==> src/rtl/pwm_capture_if.sv <==
// rtl/pwm_capture_if.sv - control and measurement signal bundle for pwm_capture
//
// Signals:
//   en          capture enable (master -> slave)
//   pwm_in      asynchronous PWM waveform to measure (master -> slave)
//   period_o    last measured period, clk cycles (slave -> master)
//   high_o      last measured high time, clk cycles (slave -> master)
//   meas_valid  one-cycle strobe for a new period_o/high_o pair (slave -> master)
//   stuck       no input edge for TIMEOUT cycles (slave -> master)
//   stuck_level synchronized input level when stuck was set (slave -> master)
interface pwm_capture_if #(
  parameter int N = 32
);
  logic         en;
  logic         pwm_in;
  logic [N-1:0] period_o;
  logic [N-1:0] high_o;
  logic         meas_valid;
  logic         stuck;
  logic         stuck_level;

  modport master (
    output en, pwm_in,
    input  period_o, high_o, meas_valid, stuck, stuck_level
  );

  modport slave (
    input  en, pwm_in,
    output period_o, high_o, meas_valid, stuck, stuck_level
  );
endinterface

==> src/rtl/pwm_capture.sv <==
// rtl/pwm_capture.sv - PWM period/high-time capture with stuck-input detection
//
// Ports:
//   clk    system clock, rising edge
//   Rst_n  asynchronous reset, active-high
//   bus    pwm_capture_if.slave: en, pwm_in in; period_o, high_o,
//          meas_valid, stuck, stuck_level out
module pwm_capture #(
  parameter int          N       = 32,
  parameter int unsigned TIMEOUT = 1000000
) (
  input  logic         clk,
  input  logic         Rst_n,
  pwm_capture_if.slave bus
);

  localparam logic [N-1:0] TMO = N'(TIMEOUT);
  localparam logic [N-1:0] ONE = N'(1);

  typedef enum logic [1:0] {IDLE, HIGH, LOW} state_t;

  state_t       state_q, state_d;
  logic         s1_q, s2_q, s3_q;
  logic         rise_q, fall_q;
  logic [N-1:0] period_cnt_q, period_cnt_d;
  logic [N-1:0] high_cnt_q, high_cnt_d;
  logic [N-1:0] idle_cnt_q, idle_cnt_d;
  logic [N-1:0] period_q, period_d;
  logic [N-1:0] high_q, high_d;
  logic         meas_valid_q, meas_valid_d;
  logic         stuck_q, stuck_d;
  logic         stuck_level_q, stuck_level_d;

  logic         any_edge;
  logic [N-1:0] period_inc;

  assign any_edge   = rise_q | fall_q;
  assign period_inc = (period_cnt_q == TMO) ? TMO : period_cnt_q + ONE;

  always_comb begin
    state_d       = state_q;
    period_cnt_d  = period_cnt_q;
    high_cnt_d    = high_cnt_q;
    idle_cnt_d    = idle_cnt_q;
    period_d      = period_q;
    high_d        = high_q;
    meas_valid_d  = 1'b0;
    stuck_d       = stuck_q;
    stuck_level_d = stuck_level_q;

    if (!bus.en) begin
      state_d      = IDLE;
      period_cnt_d = '0;
      high_cnt_d   = '0;
      idle_cnt_d   = '0;
    end else begin
      if (any_edge) begin
        idle_cnt_d = '0;
        stuck_d    = 1'b0;
      end else if (idle_cnt_q != TMO) begin
        idle_cnt_d = idle_cnt_q + ONE;
      end

      case (state_q)
        IDLE: begin
          // The first rise only opens a period; nothing to report yet.
          if (rise_q) begin
            period_cnt_d = ONE;
            state_d      = HIGH;
          end
        end
        HIGH: begin
          period_cnt_d = period_inc;
          if (fall_q) begin
            high_cnt_d = period_cnt_q;
            state_d    = LOW;
          end
        end
        LOW: begin
          if (rise_q) begin
            period_d     = period_cnt_q;
            high_d       = high_cnt_q;
            meas_valid_d = 1'b1;
            period_cnt_d = ONE;
            state_d      = HIGH;
          end else begin
            period_cnt_d = period_inc;
          end
        end
        default: state_d = IDLE;
      endcase

      // Timeout only fires on edge-free cycles, so an edge always wins.
      if (!any_edge && idle_cnt_d == TMO) begin
        if (!stuck_q) stuck_level_d = s2_q;
        stuck_d      = 1'b1;
        state_d      = IDLE;
        meas_valid_d = 1'b0;
      end
    end
  end

  always_ff @(posedge clk or posedge Rst_n) begin
    if (Rst_n) begin
      state_q       <= IDLE;
      s1_q          <= 1'b0;
      s2_q          <= 1'b0;
      s3_q          <= 1'b0;
      rise_q        <= 1'b0;
      fall_q        <= 1'b0;
      period_cnt_q  <= '0;
      high_cnt_q    <= '0;
      idle_cnt_q    <= '0;
      period_q      <= '0;
      high_q        <= '0;
      meas_valid_q  <= 1'b0;
      stuck_q       <= 1'b0;
      stuck_level_q <= 1'b0;
    end else begin
      s1_q          <= bus.pwm_in;
      s2_q          <= s1_q;
      s3_q          <= s2_q;
      // Registered edge detect: the FSM acts one edge after s2/s3 disagree.
      rise_q        <= s2_q & ~s3_q;
      fall_q        <= ~s2_q & s3_q;
      state_q       <= state_d;
      period_cnt_q  <= period_cnt_d;
      high_cnt_q    <= high_cnt_d;
      idle_cnt_q    <= idle_cnt_d;
      period_q      <= period_d;
      high_q        <= high_d;
      meas_valid_q  <= meas_valid_d;
      stuck_q       <= stuck_d;
      stuck_level_q <= stuck_level_d;
    end
  end

  assign bus.period_o    = period_q;
  assign bus.high_o      = high_q;
  assign bus.meas_valid  = meas_valid_q;
  assign bus.stuck       = stuck_q;
  assign bus.stuck_level = stuck_level_q;

endmodule

==> src/flat_wrapper.sv <==
// flat-port wrapper written by rule: the top's interface ports become plain ports
module pwm_capture_flat 
#(
  parameter int          N       = 32,
  parameter int unsigned TIMEOUT = 1000000
)
  (clk, Rst_n, bus_en, bus_pwm_in, bus_period_o, bus_high_o, bus_meas_valid, bus_stuck, bus_stuck_level);
  pwm_capture_if #(.N(N)) bus_i ();
  input  logic clk;
  input  logic Rst_n;
  input wire logic [$bits(bus_i.en)-1:0] bus_en;
  input wire logic [$bits(bus_i.pwm_in)-1:0] bus_pwm_in;
  output wire logic [$bits(bus_i.period_o)-1:0] bus_period_o;
  output wire logic [$bits(bus_i.high_o)-1:0] bus_high_o;
  output wire logic [$bits(bus_i.meas_valid)-1:0] bus_meas_valid;
  output wire logic [$bits(bus_i.stuck)-1:0] bus_stuck;
  output wire logic [$bits(bus_i.stuck_level)-1:0] bus_stuck_level;
  assign bus_i.en = bus_en;
  assign bus_i.pwm_in = bus_pwm_in;
  assign bus_period_o = bus_i.period_o;
  assign bus_high_o = bus_i.high_o;
  assign bus_meas_valid = bus_i.meas_valid;
  assign bus_stuck = bus_i.stuck;
  assign bus_stuck_level = bus_i.stuck_level;
  pwm_capture #(.N(N), .TIMEOUT(TIMEOUT)) u_core (.clk(clk), .Rst_n(Rst_n), .bus(bus_i));
endmodule
==> config.mk <==
export PLATFORM = sky130hd
export DESIGN_NAME = pwm_capture_flat
export DESIGN_NICKNAME = d
export VERILOG_FILES = /design/src/rtl/pwm_capture_if.sv /design/src/rtl/pwm_capture.sv /design/src/flat_wrapper.sv
export SDC_FILE = /design/constraint.sdc
export NUM_CORES = 1
export LEC_CHECK = 0
export CAP_MARGIN = 15
export CORE_MARGIN = 5
export CORE_UTILIZATION = 52
export DETAILED_ROUTE_END_ITERATION = 10
export PLACE_DENSITY = 0.75
export SYNTH_ARGS = -nofsm -noshare
export SYNTH_HDL_FRONTEND = slang
export SYNTH_SLANG_ARGS = --single-unit
==> constraint.sdc <==
create_clock -name clk -period 6.13 [get_ports clk]
set_clock_uncertainty 0.15 [all_clocks]
set_input_delay 1.226 -clock clk [delete_from_list [all_inputs] [get_ports clk]]
set_output_delay 1.226 -clock clk [all_outputs]
set_load 0.03 [all_outputs]
---- Yosys cells after proc, flatten, opt, wreduce, memory -nomap -nowiden ----
Cells that the tools add are included.
operators by class
  $add $sub $neg .......................... 2
  $mul .................................... 0
  div/mod/pow operators ................... 0
  $lt $le $gt $ge ......................... 0
  equal/unequal tests ..................... 11
  shift-type cells ........................ 0
  multiplexer cells ....................... 23
  bitwise gates (word level) .............. 6
  reductions and logical operators ........ 11
operators by type and width
  operator                                                                    count
  32-bit 2-to-1 mux                                                           11
  32-bit one-hot mux with 3 select lines                                      1
  32-bit by 1-bit adder with 32-bit output (second input constant)            2
  32-bit by 20-bit == test with 1-bit output (second input constant)          2
  32-bit by 20-bit inequality test with 1-bit output (second input constant)  1
  2-bit 2-to-1 mux                                                            4
  4-bit by 2-bit inequality test with 1-bit output (second input constant)    2
  2-bit AND reduction                                                         4
  1-bit 2-to-1 mux                                                            6
  3-bit AND reduction                                                         2
  2-bit by 1-bit inequality test with 1-bit output (second input constant)    2
  4-bit by 1-bit inequality test with 1-bit output (second input constant)    1
  2-bit one-hot mux with 2 select lines                                       1
  3-bit by 2-bit inequality test with 1-bit output (second input constant)    1
  1-bit inverter                                                              3
  1-bit bitwise AND                                                           2
  2-bit by 1-bit == test with 1-bit output (second input constant)            1
  2-bit == test (second input constant)                                       1
  2-bit logical NOT                                                           1
  2-bit nonzero test                                                          1
  2-bit OR reduction                                                          1
  1-bit logical AND                                                           1
  1-bit logical NOT                                                           1
  1-bit bitwise OR                                                            1
word-level totals
  register bits ........................... 170
  latch bits .............................. 0
  memory bits (writable) .................. 0
  bits in read-only memories .............. 0
  input bits .............................. 4
  output and inout port bits .............. 67
  word-level logic and storage cells ...... 67
  memories ................................ 0

---- Depth between registers and ports, before layout ----
Gate-level depths: netlist of run 1.
  word-level depth ........................ 8
  depth in mapped cells ................... 9
  mapped depth without buffers ............ 9

---- Worst setup path after synthesis of run 1 ----
No wires, ideal clock.
  path kind ............................... register -> register
  start point ............................. register u_core.idle_cnt_q[1]
  end point ............................... register u_core.stuck_q, in the netlist u_core.bus.stuck
  data arrival time ....................... 2,577 ps
  path slack .............................. 3,337 ps
  stages on the path, launching flop included .. 9
  buffers on the path ..................... 0
  period minus slack after synthesis ...... 2,793 ps
  path through ............................ dfrtp_1 -> ha_1 -> nand3_2 -> nor4_2 -> nand3_1 -> xnor2_1 -> or4b_4 -> a2111oi_4 -> a22o_1
between the ends
  longest elaborated chain between the ends .. 8
  elaborated cells between the ends (all ways) .. 10
  classes of those cells .................. 1 x add/sub; 2 x eq/ne; 4 x mux; 3 x reduce/logical
RTL lines
  what                                                                                                            line                                  RTL
  start: declaration                                                                                              pwm_capture.sv:27                     logic [N-1:0] idle_cnt_q, idle_cnt_d;
  start signal: assignment                                                                                        pwm_capture.sv:129                    idle_cnt_q <= idle_cnt_d;
  32-bit by 1-bit adder with 32-bit output or 32-bit by 20-bit inequality test with 1-bit output (tied branches)  pwm_capture.sv:61, pwm_capture.sv:60
  32-bit 2-to-1 mux *                                                                                             pwm_capture.sv:60                     end else if (idle_cnt_q != TMO) begin
  32-bit 2-to-1 mux *                                                                                             pwm_capture.sv:57                     if (any_edge) begin
  32-bit 2-to-1 mux *                                                                                             pwm_capture.sv:51                     if (!bus.en) begin
  32-bit by 20-bit == test with 1-bit output *                                                                    pwm_capture.sv:94                     if (!any_edge && idle_cnt_d == TMO) begin
  1-bit logical AND *                                                                                             pwm_capture.sv:94
  2-bit nonzero test (no source line)                                                                             n/a
  2-bit AND reduction (no source line)                                                                            n/a
  end signal: assignment                                                                                          pwm_capture.sv:133                    stuck_q <= stuck_d;
  end: declaration                                                                                                pwm_capture.sv:31                     logic stuck_q, stuck_d;
Every way passes the cells marked *; elsewhere a longest branch is shown, timed or not. The select of a mux whose other input is x is not followed.
A chain may end at the register's enable or synchronous reset.

---- Worst setup path in the final report of run 1 ----
  start point ............................. register u_core.idle_cnt_q[4]
  end point ............................... register u_core.stuck_q, in the netlist u_core.bus.stuck
The elaborated chain is that of the path after synthesis.

==> flow_summary.toml, run 1 <==
[synth]
syn_avg_cell_area_um2 = 11.12
synth_area_leaders = "dfrtp_1 (53%), mux2_2 (8.4%), a22o_1 (3.7%)"
ys_ff_latch = 170
synth_common_cells = "dfrtp_1 (170), nor2_1 (67), mux2_2 (59)"
syn-cell-area_mm2 = 0.007954
ys_warn_count = 0
yosysSeqAreaShare_pct = 53.48
async_flop_share_pct = 100.0
yosysMostFrequentCell = "dfrtp_1"
yosys.cell_types.count = 67
synthDominantCellAreaShare_pct = 53.48
synth_top_area_cell = "dfrtp_1"
synth-edff-count = 0
synth_nets = 727
ys.flop_type = "dfrtp_1"
synthCells = 715

[sta]
worst_pin_slew_ns = 1.047
min_period_over_period_pct = 57.71
min_period_ns = 3.537
max-slew-margin-rel_pct = 30.01
final-hold-violation-count = 0
fin_setup_tns_ns = 0
rsz0062_at_grt = "false"
fmax_ghz = 0.2827
setup_viol = 0
slew_violations = 0

[clocking]
cts-root-buf = "clkbuf_16"
cts_setup_buffers = 0
cts_buffer_depth = 2
h-tree-depth = 4
cts_tree = "built"
post_cts_resized = 0
cts_buffers = 17
clock-sinks = 170
clk_latency_ns = 0.43
path_clk_slew_ns = 0.07
cts_hold_buf = 0

[drt]
drt_wl_total_um = 17720
drtIter0Drc = 508
wire_per_inst_um = 18.29
viasPerCell = 5.992
vias = 5806
drt_drc_violations_left = 0
drtPass1Iterations = 5
antenna_left = 0

[pwr]
power_density_mw_per_mm2 = 259.1
p_comb_share_pct = 8.3
power_switching_w = 0.0006161
clockPowerShare_pct = 43.9
p_leak_nw = 4.081
netSwitchingFraction_pct = 25.44
seq_power_share_pct = 47.8
peakVddDrop_mv = 0.2539
p_int_w = 0.001806

[critical_path]
critPathLaunchType = "register"
cp-startpoint = "u_core.idle_cnt_q[4]$_DFF_PP0_"
cp.arrival_ns = 3.76
r2r-start = "u_core.idle_cnt_q[4]$_DFF_PP0_"
worstSetupEndpointType = "register"
crit_type = "register to register"
cp_max_fo = 10
required_ns = 6.35

[worst_hold_path]
min_from = "u_core.s1_q$_DFF_PP0_"
hold_class = "register to register"

[global_routing]
grt_pass1_vias = 5762
grt_pass1_wl_um = 29980
grt_usage_pct = 20.81
grt_overflow = 0
grt_antenna_before_repair = 0
grt_max_degree = 101

[final_layout]
syn2layout_area_growth_pct = 17.52
fin_nets = 780
final_area_mm2 = 0.009348
nFillCells = 1205
layout-drive-gt1-share_pct = 14.34
antenna_cells = 0

[floorplan]
coreArea_mm2 = 0.01509
die_x_um = 133.7
io_pins = 71
die_area_mm2 = 0.01787
num_rows = 45
initial_core_util_pct = 52.71
die-height_um = 133.7

[flow_run]
drv_cap = 0

[placed_design]
dp_hpwl_um = 11940
place_area_mm2 = 0.008771
place_congestion = 0.8650
numPortBuffers = 70

[status]
run_status = "finished, final reports clean"
state kept, by name (all words and copies together) (netlist names):
name and flops:
u_core.bus.high_o 32, u_core.bus.meas_valid 1, u_core.bus.period_o 32, u_core.bus.stuck 1, u_core.bus.stuck_level 1, u_core.fall_q 1
u_core.high_cnt_q 32, u_core.idle_cnt_q 32, u_core.period_cnt_q 32, u_core.rise_q 1, u_core.s1_q 1, u_core.s2_q 1
u_core.s3_q 1, u_core.state_q 2
cells by family after synthesis:
family	synth area share [%]
xor gates and xnor gates	5.506
DFF	53.48
AOI/OAI and AO/OA	10.65
and+or+nand+nor	17.05
muxes	8.746
adders and majority gates	1.384
buffers and inverters	3.177
worst max-delay path: stages, from the launching register on:
cell and delay, ns:
dfrtp_1 0.54, nand3_2 0.27, nor4_1 0.83, nand3_1 0.28, mux2i_1 0.23, or4b_4 0.55
a2111oi_4 0.42, a22o_1 0.21
area by class of cell:
| type | count | area, µm² | share of cell area, % |
|---|---|---|---|
| Sequential cell | 170 | 4254 | 45.51 |
| Multi-Input combinational cell | 485 | 3463 | 37.05 |
| Timing Repair Buffer | 76 | 745.7 | 7.978 |
| Clock buffer | 20 | 436.7 | 4.671 |
| Tap cell | 188 | 235.2 | 2.516 |
| Clock inverter | 12 | 140.1 | 1.499 |
| Inverter | 18 | 72.57 | 0.7763 |
metal layers:
metal | vias to the layer above | share of wire, % | track usage (%)
met4 | 0 | 1.4 | 7.771
met1 | 2908 | 46 | 29.09
met2 | 180 | 47 | 32.05
met3 | 27 | 5.2 | 4.569
li1 | 2691 | - | -
met5 | - | 0 | 0
per-stage QoR:
stage / worst slack [ns] / std cells / power [W] / utilization [%] / hold WS (ns)
after floorplan: 0.1506 / 715 / 0.001317 / - / 0.1812
after global placement: 2.327 / 937 / 0.001373 / 58.13 / 0.1839
after detailed placement: 2.242 / 937 / 0.001380 / 58.13 / 0.1856
after CTS: 2.621 / 969 / 0.002441 / 61.95 / 0.2002
after global routing: 2.310 / 969 / 0.002521 / 61.95 / 0.2139
final: 2.593 / 969 / 0.002422 / 61.95 / 0.1999
power by group through the flow:
stage          clock network [W]  logic [W]  registers (W)
6_report                 0.00106   0.000201        0.00116
4_1_cts                  0.00108   0.000204        0.00116
5_1_grt                  0.00113   0.000232        0.00116
2_1_floorplan                  0   0.000141        0.00118
3_3_place_gp                   0   0.000197        0.00118
3_5_place_dp                   0   0.000202        0.00118
path summary, 6_finish.rpt:
kind,to,cells after the start,slack [ns]
min reg2reg,u_core.s2_q$_DFF_PP0_,0,0.20
max reg2reg,u_core.bus.stuck$_DFFE_PP0P_,7,2.59
min in group asynchronous,u_core.bus.high_o[16]$_DFFE_PP0P_,2,1.19
max in group asynchronous,u_core.idle_cnt_q[29]$_DFF_PP0_,3,3.54
min,u_core.s2_q$_DFF_PP0_,0,0.20
max,u_core.bus.stuck$_DFFE_PP0P_,7,2.59
placed cells by master (no fill, tap or decap), types with 5 or more instances in the layout:
cell type / netlist / layout
nand3_1: 24 / 23
xnor2_1: 27 / 27
inv_1: 18 / 17
nor4b_1: 5 / 5
a21oi_1: 16 / 16
clkbuf_16: 0 / 17
dfrtp_1: 170 / 170
ha_1: 8 / 8
or3_1: 6 / 6
clkdlybuf4s50_1: 0 / 70
o31ai_1: 6 / 6
nor3_1: 13 / 13
and4_1: 8 / 8
nor2_1: 67 / 67
xor2_1: 23 / 23
buf_4: 3 / 6
and2_1: 8 / 8
o21ai_0: 24 / 24
nand2_1: 41 / 41
nand4_1: 25 / 25
nor2b_1: 5 / 5
mux2_2: 59 / 59
and3_1: 10 / 10
a22o_1: 34 / 34
nor4_1: 14 / 14
Power figures use the tool's default switching activity.
==> inputs of run 2 (changes only) <==
--- a/config.mk
+++ b/config.mk
@@ -7,9 +7,9 @@
 export LEC_CHECK = 0
 export CAP_MARGIN = 15
 export CORE_MARGIN = 5
-export CORE_UTILIZATION = 52
+export CORE_UTILIZATION = 55
 export DETAILED_ROUTE_END_ITERATION = 10
-export PLACE_DENSITY = 0.75
+export PLACE_DENSITY = 0.76
 export SYNTH_ARGS = -nofsm -noshare
 export SYNTH_HDL_FRONTEND = slang
 export SYNTH_SLANG_ARGS = --single-unit
==> constraint.sdc (replaced) <==
create_clock -name clk -period 3.33 [get_ports clk]
set_clock_uncertainty 0.15 [all_clocks]
set_input_delay 0.666 -clock clk [delete_from_list [all_inputs] [get_ports clk]]
set_output_delay 0.666 -clock clk [all_outputs]
set_load 0.03 [all_outputs]
==> run 2 against run 1 <==
  * Hold slack improved by 0.0047 ns
  * Largest power group unchanged
  * First-iteration DRC count rose by 16%
  * Combinational power rose by 93%
  * Routed wire length rose by 1.9%
  * Global-route usage rose by 1.6 points
  * Core utilization rose by 3.7 points
  * Flip-flop and latch count did not move
  * Maximum frequency rose by 13%
==> flow_summary.toml, run 2 (synthesis results as in run 1) <==
[global_routing]
grt_overflow = 0
grt_antenna_before_repair = 0
grt_usage_pct = 22.37
grt_pass1_vias = 5896
grt_max_degree = 149
grt_pass1_wl_um = 29850

[drt]
wire_per_inst_um = 18.46
drt_wl_total_um = 18050
antenna_left = 0
viasPerCell = 6.072
drt_drc_violations_left = 0
vias = 5938
drtPass1Iterations = 5
drtIter0Drc = 587

[critical_path]
path_delay_family = "simple AND/OR/NAND/NOR gates"
path_cells = "ha_2 > and3_1 > nand4_1 > nor4_1 > o211ai_1 > or4_4 > a2111oi_4 > a22o_1"
required_ns = 3.55
crit_path_max_incr_delay_ns = 0.56
worstSetupEndpointType = "register"
critPathSlowestCell = "or4_4"
critPathLaunchType = "register"
cp.arrival_ns = 3.35
critical_path_buf_inv_count = 0
crit_type = "register to register"
cp_max_fo = 8

[clocking]
cts_tree = "built"
h-tree-depth = 4
path_clk_slew_ns = 0.06
cts_buffers = 17
cts-root-buf = "clkbuf_16"
clock-sinks = 170
cts_hold_buf = 0
cts_buffer_depth = 2
clk_latency_ns = 0.43

[placed_design]
place_area_mm2 = 0.008860
numPortBuffers = 70
dp_hpwl_um = 12310
place_congestion = 0.9266
dp_slack_ns = 0.09799

[sta]
worst_pin_slew_ns = 0.8251
slew_violations = 0
final-hold-violation-count = 0
min_period_ns = 3.131
max-slew-margin-rel_pct = 44.62
rsz0062_at_grt = "false"
hold_slack_ns = 0.2046
min_period_over_period_pct = 94.02
fin_ws_ns = 0.1993
fmax_ghz = 0.3194
setup_viol = 0
fin_setup_tns_ns = 0

[final_layout]
syn2layout_area_growth_pct = 18.64
antenna_cells = 0
most-common-layout-cells = "dfrtp_1 (169), clkdlybuf4s50_1 (70), nor2_1 (67), mux2_2 (59), nand2_1 (41)"
final_area_mm2 = 0.009437
layout-drive-gt1-share_pct = 16.37
fin_nets = 793
postLayoutCoreUtil_pct = 65.67
final_common_cell = "dfrtp_1"

[pwr]
p_leak_nw = 4.134
power_density_mw_per_mm2 = 462.7
peakVddDrop_mv = 0.3365

[floorplan]
io_pins = 71
die-height_um = 130.3
initial_core_util_pct = 55.36
coreArea_mm2 = 0.01437
num_rows = 44
die_area_mm2 = 0.01697
die_x_um = 130.3

[flow_run]
drv_cap = 0

[status]
run_status = "finished, final reports clean"

[worst_hold_path]
hold_class = "register to register"
==> run 2: cell types whose count changed in the layout (fill, tap and decap cells not counted), sizes merged <==
cell and delta:
bufinv -2, buf +13, inv -3, clkinvlp +5
==> run 2: worst paths after layout <==
kind | startpoint | end | slack [ns] | cells after the start
min in group asynchronous | Rst_n | u_core.idle_cnt_q[0]$_DFF_PP0_ | 0.53 | 3
max in group asynchronous | Rst_n | u_core.period_cnt_q[11]$_DFFE_PP0P_ | 1.77 | 3
min | u_core.s1_q$_DFF_PP0_ | u_core.s2_q$_DFF_PP0_ | 0.20 | 0
max | u_core.idle_cnt_q[1]$_DFF_PP0_ | u_core.bus.stuck$_DFFE_PP0P_ | 0.20 | 8
min reg2reg | u_core.s1_q$_DFF_PP0_ | u_core.s2_q$_DFF_PP0_ | 0.20 | 0
max reg2reg | u_core.idle_cnt_q[1]$_DFF_PP0_ | u_core.bus.stuck$_DFFE_PP0P_ | 0.20 | 8
==> run 2: power breakdown <==
group          total [W]  internal [W]  switching [W]
sequential       0.00213       0.00209      0.0000343
combinational   0.000387      0.000116       0.000271
clock            0.00185       0.00102       0.000831
==> run 2: layout make-up <==
cell class	instances	area, µm²
fill	1088	4932
sequential	170	4255
multi-input combinational	485	3467
timing repair buffer	89	855.8
clock buffer	20	466.7
tap	184	230.2
clock inverter	12	90.09
inverter	18	71.32
==> run 2: timing repair <==
item | CTS | global route
endpoints found under the setup margin | 0 | 3
hold endpoints to repair | 0 | 0
setup buffers | 0 | 1
gates resized for setup | 0 | 3
==> run 2: through the flow <==
step	std cells	power, W
after floorplan	715	0.002425
after global placement	945	0.002539
after detailed placement	945	0.002553
after CTS	977	0.004401
after global routing	978	0.004548
final	978	0.004366
==> run 2: worst reg2reg max path, cell delays in order (launching register included) <==
cell and delay, ns:
dfrtp_1 0.47, ha_2 0.28, and3_1 0.24, nand4_1 0.27
nor4_1 0.36, o211ai_1 0.11, or4_4 0.56, a2111oi_4 0.43
a22o_1 0.21
==> run 2: layer usage <==
layer	up-vias	track usage, %	share of wire (%)
met2	165	35.40	48
met1	3033	30.85	46
li1	2709	-	-
met4	0	7.885	1.8
met5	-	0	0
met3	31	4.625	4.8
